==> config.mk <==
export PLATFORM = sky130hd
export DESIGN_NAME = hamur_yogurucu
export DESIGN_NICKNAME = d
export VERILOG_FILES = /design/src/rtl/hamur_yogurucu.sv
export SDC_FILE = /design/constraint.sdc
export NUM_CORES = 1
export LEC_CHECK = 0
export ABC_AREA = 0
export ABC_CLOCK_PERIOD_IN_PS = 3730
export BUFFER_PORTS_ARGS = -buffer_cell sky130_fd_sc_hd__clkbuf_2
export CAP_MARGIN = 20
export CORE_MARGIN = 1
export CORE_UTILIZATION = 40
export CTS_BUF_LIST = sky130_fd_sc_hd__clkbuf_8
export CTS_CLUSTER_SIZE = 28
export DETAILED_ROUTE_END_ITERATION = 8
export GPL_TIMING_DRIVEN = 0
export SETUP_SLACK_MARGIN = 0.2
export SLEW_MARGIN = 25
export SYNTH_ARGS = -nofsm -noshare
export SYNTH_HDL_FRONTEND = slang
export SYNTH_SLANG_ARGS = --single-unit
export TNS_END_PERCENT = 30
==> constraint.sdc <==
create_clock -name saat -period 3.73 [get_ports saat]
set_input_delay 0.5595 -clock saat [delete_from_list [all_inputs] [get_ports saat]]
set_output_delay 0.5595 -clock saat [all_outputs]
set_load 0.02 [all_outputs]
==> src/rtl/hamur_yogurucu.sv <==
// hamur_yogurucu: sequential dough processor. Accepts one job per basla
// handshake, computes weight un*su+tuz with a shift-add multiplier, grades
// thickness, runs a kneading timer proportional to weight and an optional
// yeast-rest timer, then pulses bitti for one cycle.
// Optional feature macro: HAMUR_ASIRI_YUK_EN (overweight detection, hata port).
module hamur_yogurucu #(
  parameter int unsigned UN_W               = 6,
  parameter int unsigned SU_W               = 8,
  parameter int unsigned TUZ_W              = 3,
  parameter int unsigned MAYALI_ESIK_KALIN  = 10000,
  parameter int unsigned MAYALI_ESIK_ORTA   = 5000,
  parameter int unsigned MAYASIZ_ESIK_KALIN = 8000,
  parameter int unsigned MAYASIZ_ESIK_ORTA  = 4000,
  parameter int unsigned TUZ_ESIK           = 5,
  parameter int unsigned YOGURMA_KAYDIR     = 10,
  parameter int unsigned MAYA_SURE          = 16
`ifdef HAMUR_ASIRI_YUK_EN
  ,
  parameter int unsigned AZAMI_AGIRLIK      = 12000
`endif
) (
  input  logic                 saat,
  input  logic                 reset,
  input  logic                 basla,
  input  logic                 iptal,
  input  logic [UN_W-1:0]      un_miktari,
  input  logic [SU_W-1:0]      su_miktari,
  input  logic [TUZ_W-1:0]     tuz_miktari,
  input  logic                 maya,
  output logic                 hazir,
  output logic                 mesgul,
  output logic [UN_W+SU_W:0]   agirlik,
  output logic [1:0]           kalinlik,
  output logic                 mayali,
  output logic                 tuzlu,
  output logic                 bitti
`ifdef HAMUR_ASIRI_YUK_EN
  ,
  output logic                 hata
`endif
);

  localparam int unsigned AW = UN_W + SU_W + 1;
  localparam int unsigned BW = (UN_W > 1) ? $clog2(UN_W) : 1;

  typedef enum logic [2:0] {
    BOSTA,
    CARP,
    SINIFLA,
    YOGUR,
    MAYALAN,
    BITTI
  } durum_t;

  durum_t            durum, durum_n;
  logic              kabul;
  logic [UN_W-1:0]   un_r;
  logic [SU_W-1:0]   su_r;
  logic [TUZ_W-1:0]  tuz_r;
  logic              maya_r;
  logic [AW-1:0]     acc;
  logic [AW-1:0]     kismi_top;
  logic [BW-1:0]     bit_sayac;
  logic              son_bit;
  logic [31:0]       sayac;
  logic [31:0]       acc_32;
  logic [AW-1:0]     k_ham;
  logic [31:0]       k_deger;
  logic [1:0]        kal_hesap;
  logic              tuz_hesap;
  logic              asiri;

  assign son_bit = (bit_sayac == BW'(UN_W - 1));
  assign acc_32  = 32'(acc);
  assign k_ham   = acc >> YOGURMA_KAYDIR;
  assign k_deger = (k_ham == '0) ? 32'd1 : 32'(k_ham);
  assign tuz_hesap = (32'(tuz_r) >= TUZ_ESIK);

`ifdef HAMUR_ASIRI_YUK_EN
  assign asiri = (acc_32 > AZAMI_AGIRLIK);
`else
  assign asiri = 1'b0;
`endif

  // Partial product for the current flour bit, plus salt on the last bit.
  always_comb begin
    kismi_top = '0;
    if (un_r[bit_sayac])
      kismi_top = AW'(su_r) << bit_sayac;
    if (son_bit)
      kismi_top = kismi_top + AW'(tuz_r);
  end

  // Thickness grade from the finished weight and the latched yeast flag.
  always_comb begin
    kal_hesap = 2'd0;
    if (maya_r) begin
      if (acc_32 >= MAYALI_ESIK_KALIN)      kal_hesap = 2'd2;
      else if (acc_32 >= MAYALI_ESIK_ORTA)  kal_hesap = 2'd1;
    end else begin
      if (acc_32 >= MAYASIZ_ESIK_KALIN)     kal_hesap = 2'd2;
      else if (acc_32 >= MAYASIZ_ESIK_ORTA) kal_hesap = 2'd1;
    end
    if (asiri) kal_hesap = 2'd3;
  end

  // State register.
  always_ff @(posedge saat or negedge reset) begin
    if (!reset) durum <= BOSTA;
    else        durum <= durum_n;
  end

  // Next-state and handshake outputs; abort overrides every transition
  // and also masks the done pulse.
  always_comb begin
    durum_n = durum;
    hazir   = 1'b0;
    mesgul  = 1'b1;
    bitti   = 1'b0;
    kabul   = 1'b0;
    case (durum)
      BOSTA: begin
        hazir  = 1'b1;
        mesgul = 1'b0;
        if (basla && !iptal) begin
          kabul   = 1'b1;
          durum_n = CARP;
        end
      end
      CARP:    if (son_bit) durum_n = SINIFLA;
      SINIFLA: durum_n = asiri ? BITTI : YOGUR;
      YOGUR:   if (sayac == 32'd1) durum_n = maya_r ? MAYALAN : BITTI;
      MAYALAN: if (sayac == 32'd1) durum_n = BITTI;
      BITTI: begin
        bitti   = 1'b1;
        durum_n = BOSTA;
      end
      default: durum_n = BOSTA;
    endcase
    if (iptal && (durum != BOSTA)) begin
      durum_n = BOSTA;
      bitti   = 1'b0;
    end
  end

  // Datapath: input latch, multiplier accumulator, timers and held results.
  always_ff @(posedge saat or negedge reset) begin
    if (!reset) begin
      un_r      <= '0;
      su_r      <= '0;
      tuz_r     <= '0;
      maya_r    <= 1'b0;
      acc       <= '0;
      bit_sayac <= '0;
      sayac     <= '0;
      agirlik   <= '0;
      kalinlik  <= '0;
      mayali    <= 1'b0;
      tuzlu     <= 1'b0;
`ifdef HAMUR_ASIRI_YUK_EN
      hata      <= 1'b0;
`endif
    end else if (!(iptal && (durum != BOSTA))) begin
      case (durum)
        BOSTA: begin
          if (kabul) begin
            un_r      <= un_miktari;
            su_r      <= su_miktari;
            tuz_r     <= tuz_miktari;
            maya_r    <= maya;
            acc       <= '0;
            bit_sayac <= '0;
          end
        end
        CARP: begin
          acc       <= acc + kismi_top;
          bit_sayac <= bit_sayac + 1'b1;
        end
        SINIFLA: begin
          agirlik  <= acc;
          kalinlik <= kal_hesap;
          mayali   <= maya_r;
          tuzlu    <= tuz_hesap;
          sayac    <= k_deger;
`ifdef HAMUR_ASIRI_YUK_EN
          hata     <= asiri;
`endif
        end
        YOGUR: begin
          if (sayac == 32'd1) sayac <= MAYA_SURE;
          else                sayac <= sayac - 32'd1;
        end
        MAYALAN: sayac <= sayac - 32'd1;
        default: ;
      endcase
    end
  end

endmodule

==> run_results.csv <==
group,metric,value,unit
routing,drt-pass1-iter-count,4,
die,dieArea,0.0136,sq mm
synth,synth_nets,571,
run_status,violations,"negative setup slack",
setup_path,critPathMaxFanout,3,
synth,synth_area,0.00526,sq mm
setup_path,crit_type,"reg -> reg",
global_route,grt_overflow,0,
setup_path,cp-end-kind,"register",
clocking,clk_latency,0.37,ns
placement,gp_congestion,0.853,
timing,timing.fmax,0.267,GHz
synth,synth_area_leaders,"dfrtp_1, mux2_2, ha_1, nor2_1, xnor2_1",
timing,finalHoldViolCount,0,
synth,yosysMostFrequentCell,"dfrtp_1",
synth,synth-seq-cells,90,
setup_path,critPathMaxStageDelay,0.44,ns
placement,post_dp_cell_area,0.00576,sq mm
timing,tns,-0.0148,ns
timing,min_period,3.74,ns
setup_path,timing.rr.start,"bit_sayac[0]",
pwr,peakVddDrop,0.380,mV
run,cap_violations,0,
setup_path,reg2reg_to,"acc[7]",
pwr,p_per_area,908,mW/mm^2
synth,yosys.area.top_type,"dfrtp_1",
timing,rsz0062_at_grt,"yes",
synth,synthTopCellsByCount,"dfrtp_1, nor2_1, mux2_2, nand2_1, o21ai_0",
setup_path,required,3.97,ns
run_status,outcome,"finished, violations left",
cells_and_area,final_area,0.00625,sq mm
die,coreArea,0.0127,sq mm
placement,io_buffers,43,
cells_and_area,drive_above_1_share,0.279,
die,die_h,117,um
global_route,grt_pass1_vias,4127,
cells_and_area,antenna_cells,0,
synth,synth-async-reset-ratio,1.00,
global_route,grt_max_degree,70,
timing,worst_slew_pin_slew,0.678,ns
timing,slew_viol_final,0,
global_route,grt.total_usage,0.194,
placement,dp_hpwl,8.78,mm
setup_path,crit_chain,"clkbuf_8, mux4_2, nand2_4, nor4b_4, ha_2, fa_2, a31o_4, ha_4, a211oi_4, buf_6, o21bai_4, a211o_1, a31oi_1, xor2_1, o21ai_1",
clocking,root_buffer,"clkbuf_8",
die,die_w,117,um
die,row_count,41,
routing,viasPerCell,5.39,
synth,ys.flop_type,"dfrtp_1",
timing,min_period_over_period,1.00,
global_route,grt_pass1_wl,20.4,mm
die,boundaryPins,44,
clocking,cts_tree,"built",
clocking,cts_hold_buf,0,
routing,drt-total-wl,12.2,mm
clocking,path_clk_slew,0.09,ns
synth,ys_warn_count,0,
timing,finClkSkew,0.0101,ns
synth,yosys.area.top_type_share,0.428,
routing,post-route-drc-count,0,
setup_path,r2r_slack,-0.01,ns
global_route,antenna_found_initial,0,
synth,syn_area_per_cell,9.99,sq um
synth,ys_seq_area_frac,0.428,
cells_and_area,fin_util,0.491,
routing,drt_iter0_drc,275,
routing,vias,4155,
timing,hold_ws,0.0399,ns
pwr,p_leak,0.00282,uW
setup_path,cp.arrival,3.99,ns
synth,postSynthCellCount,526,
synth,synth_edf_count,0,
die,start_util,0.413,
timing,finalWorstSetupSlack,-0.0148,ns
setup_path,startpoint_type,"register",
setup_path,cp_slowest_cell,"fa_2",
setup_path,reg2reg_depth,15,
routing,ant_nets,0,
routing,routedWlPerCell,15.8,um
clocking,cts.sinks,90,
clocking,clock_path_buffers,2,
cells_and_area,syn2layout_area_growth,18.8,%
timing,setup_viol,1,
clocking,cts_made_buffers,9,
cells_and_area,nets,639,
worst_hold_path,hold_path_class,"in -> async",
clocking,cts.htree.levels,3,
synth,ys_types,65,
timing,slew_headroom,0.546,
## per-stage QoR
stage,power [uW],setup WS [ns],instances
after floorplan,3880,0.189,526
after global placement,4500,-0.239,741
after detailed placement,4600,-0.328,742
after CTS,5670,-0.0333,768
after global routing,6140,-0.134,771
final,5670,-0.0148,771
## layout by cell type (no fill, tap or decap), drive strengths merged, types with 5 or more instances in the layout
cell / count
dfrtp: 90
nor2: 69
clkbuf: 65
mux2: 34
nand2: 33
o21ai: 30
xnor2: 26
a21oi: 25
ha: 21
buf: 21
inv: 19
nor3: 18
xor2: 13
nand3: 10
nor4: 10
a211oi: 9
mux2i: 7
or2: 7
o22ai: 7
a31oi: 6
nand4: 6
or3: 5
nor4b: 5
o31ai: 5
## power by group
group	total, uW	internal (uW)	switching [uW]
clock	788	439	349
sequential	1800	1390	407
combinational	3090	1390	1700
total	5670	3220	2450
## layout make-up
cell class | count | area (sq um)
Inverter | 18 | 67.6
Sequential cell | 90 | 2250
Fill cell | 1225 | 6480
Timing Repair Buffer | 57 | 353
Tap cell | 172 | 215
Clock buffer | 9 | 124
Multi-Input combinational cell | 398 | 3000
Buffer | 20 | 129
Clock inverter | 7 | 109
## layer usage
| layer | track usage | part of all wire | wire length [um] |
|---|---|---|---|
| met5 | 0 | 0 | 0 |
| met3 | 0.0451 | 0.039 | 472 |
| met2 | 0.327 | 0.50 | 6070 |
| met4 | 0.0633 | 0.020 | 248 |
| met1 | 0.247 | 0.44 | 5360 |
## worst max-delay path: cells and delay by family, from the launching register on
| family | cells | cell delay [ns] |
|---|---|---|
| fa+ha+maj | 3 | 0.90 |
| simple gates | 2 | 0.34 |
| compound gates | 6 | 1.15 |
| flops | 1 | 0.40 |
| xor+xnor | 1 | 0.17 |
| mux | 1 | 0.36 |
| buf+inv | 2 | 0.30 |
## state kept, by name, indices dropped and copies added (netlist names)
register	flops
agirlik	15
bit_sayac	3
mayali	1
acc	15
kalinlik	2
sayac	32
su_r	8
maya_r	1
durum	3
tuzlu	1
tuz_r	3
un_r	6
## logic make-up (layout without fill, tap and decap cells)
logic type,count (synthesis),after routing,synth area share
compound gates,109,109,0.137
xor+xnor,39,39,0.0650
fa+ha+maj,23,23,0.0576
buf+inv,38,111,0.0348
flops,90,90,0.428
mux,43,43,0.0947
other cells,1,1,0.000713
simple gates,183,183,0.182
## worst max path at each step
stage	startpoint	endpoint	slack [ns]	cells past startpoint
finish	bit_sayac[0]	acc[7]	-0.01	15
global route	bit_sayac[0]	acc[7]	-0.13	15
CTS	bit_sayac[0]	acc[7]	-0.03	15
detailed placement	bit_sayac[0]	acc[13]	-0.33	15
global placement	bit_sayac[0]	acc[10]	-0.24	15
floorplan	bit_sayac[0]	acc[14]	0.19	15
## timing repair
action	4_1_cts	5_1_grt
endpoints found under the hold margin	0	0
resized for setup	30	4
setup endpoints to repair	10	10
pin swaps	23	13
buffers inserted	10	3
Note: power is estimated with default switching activity, not from simulation.
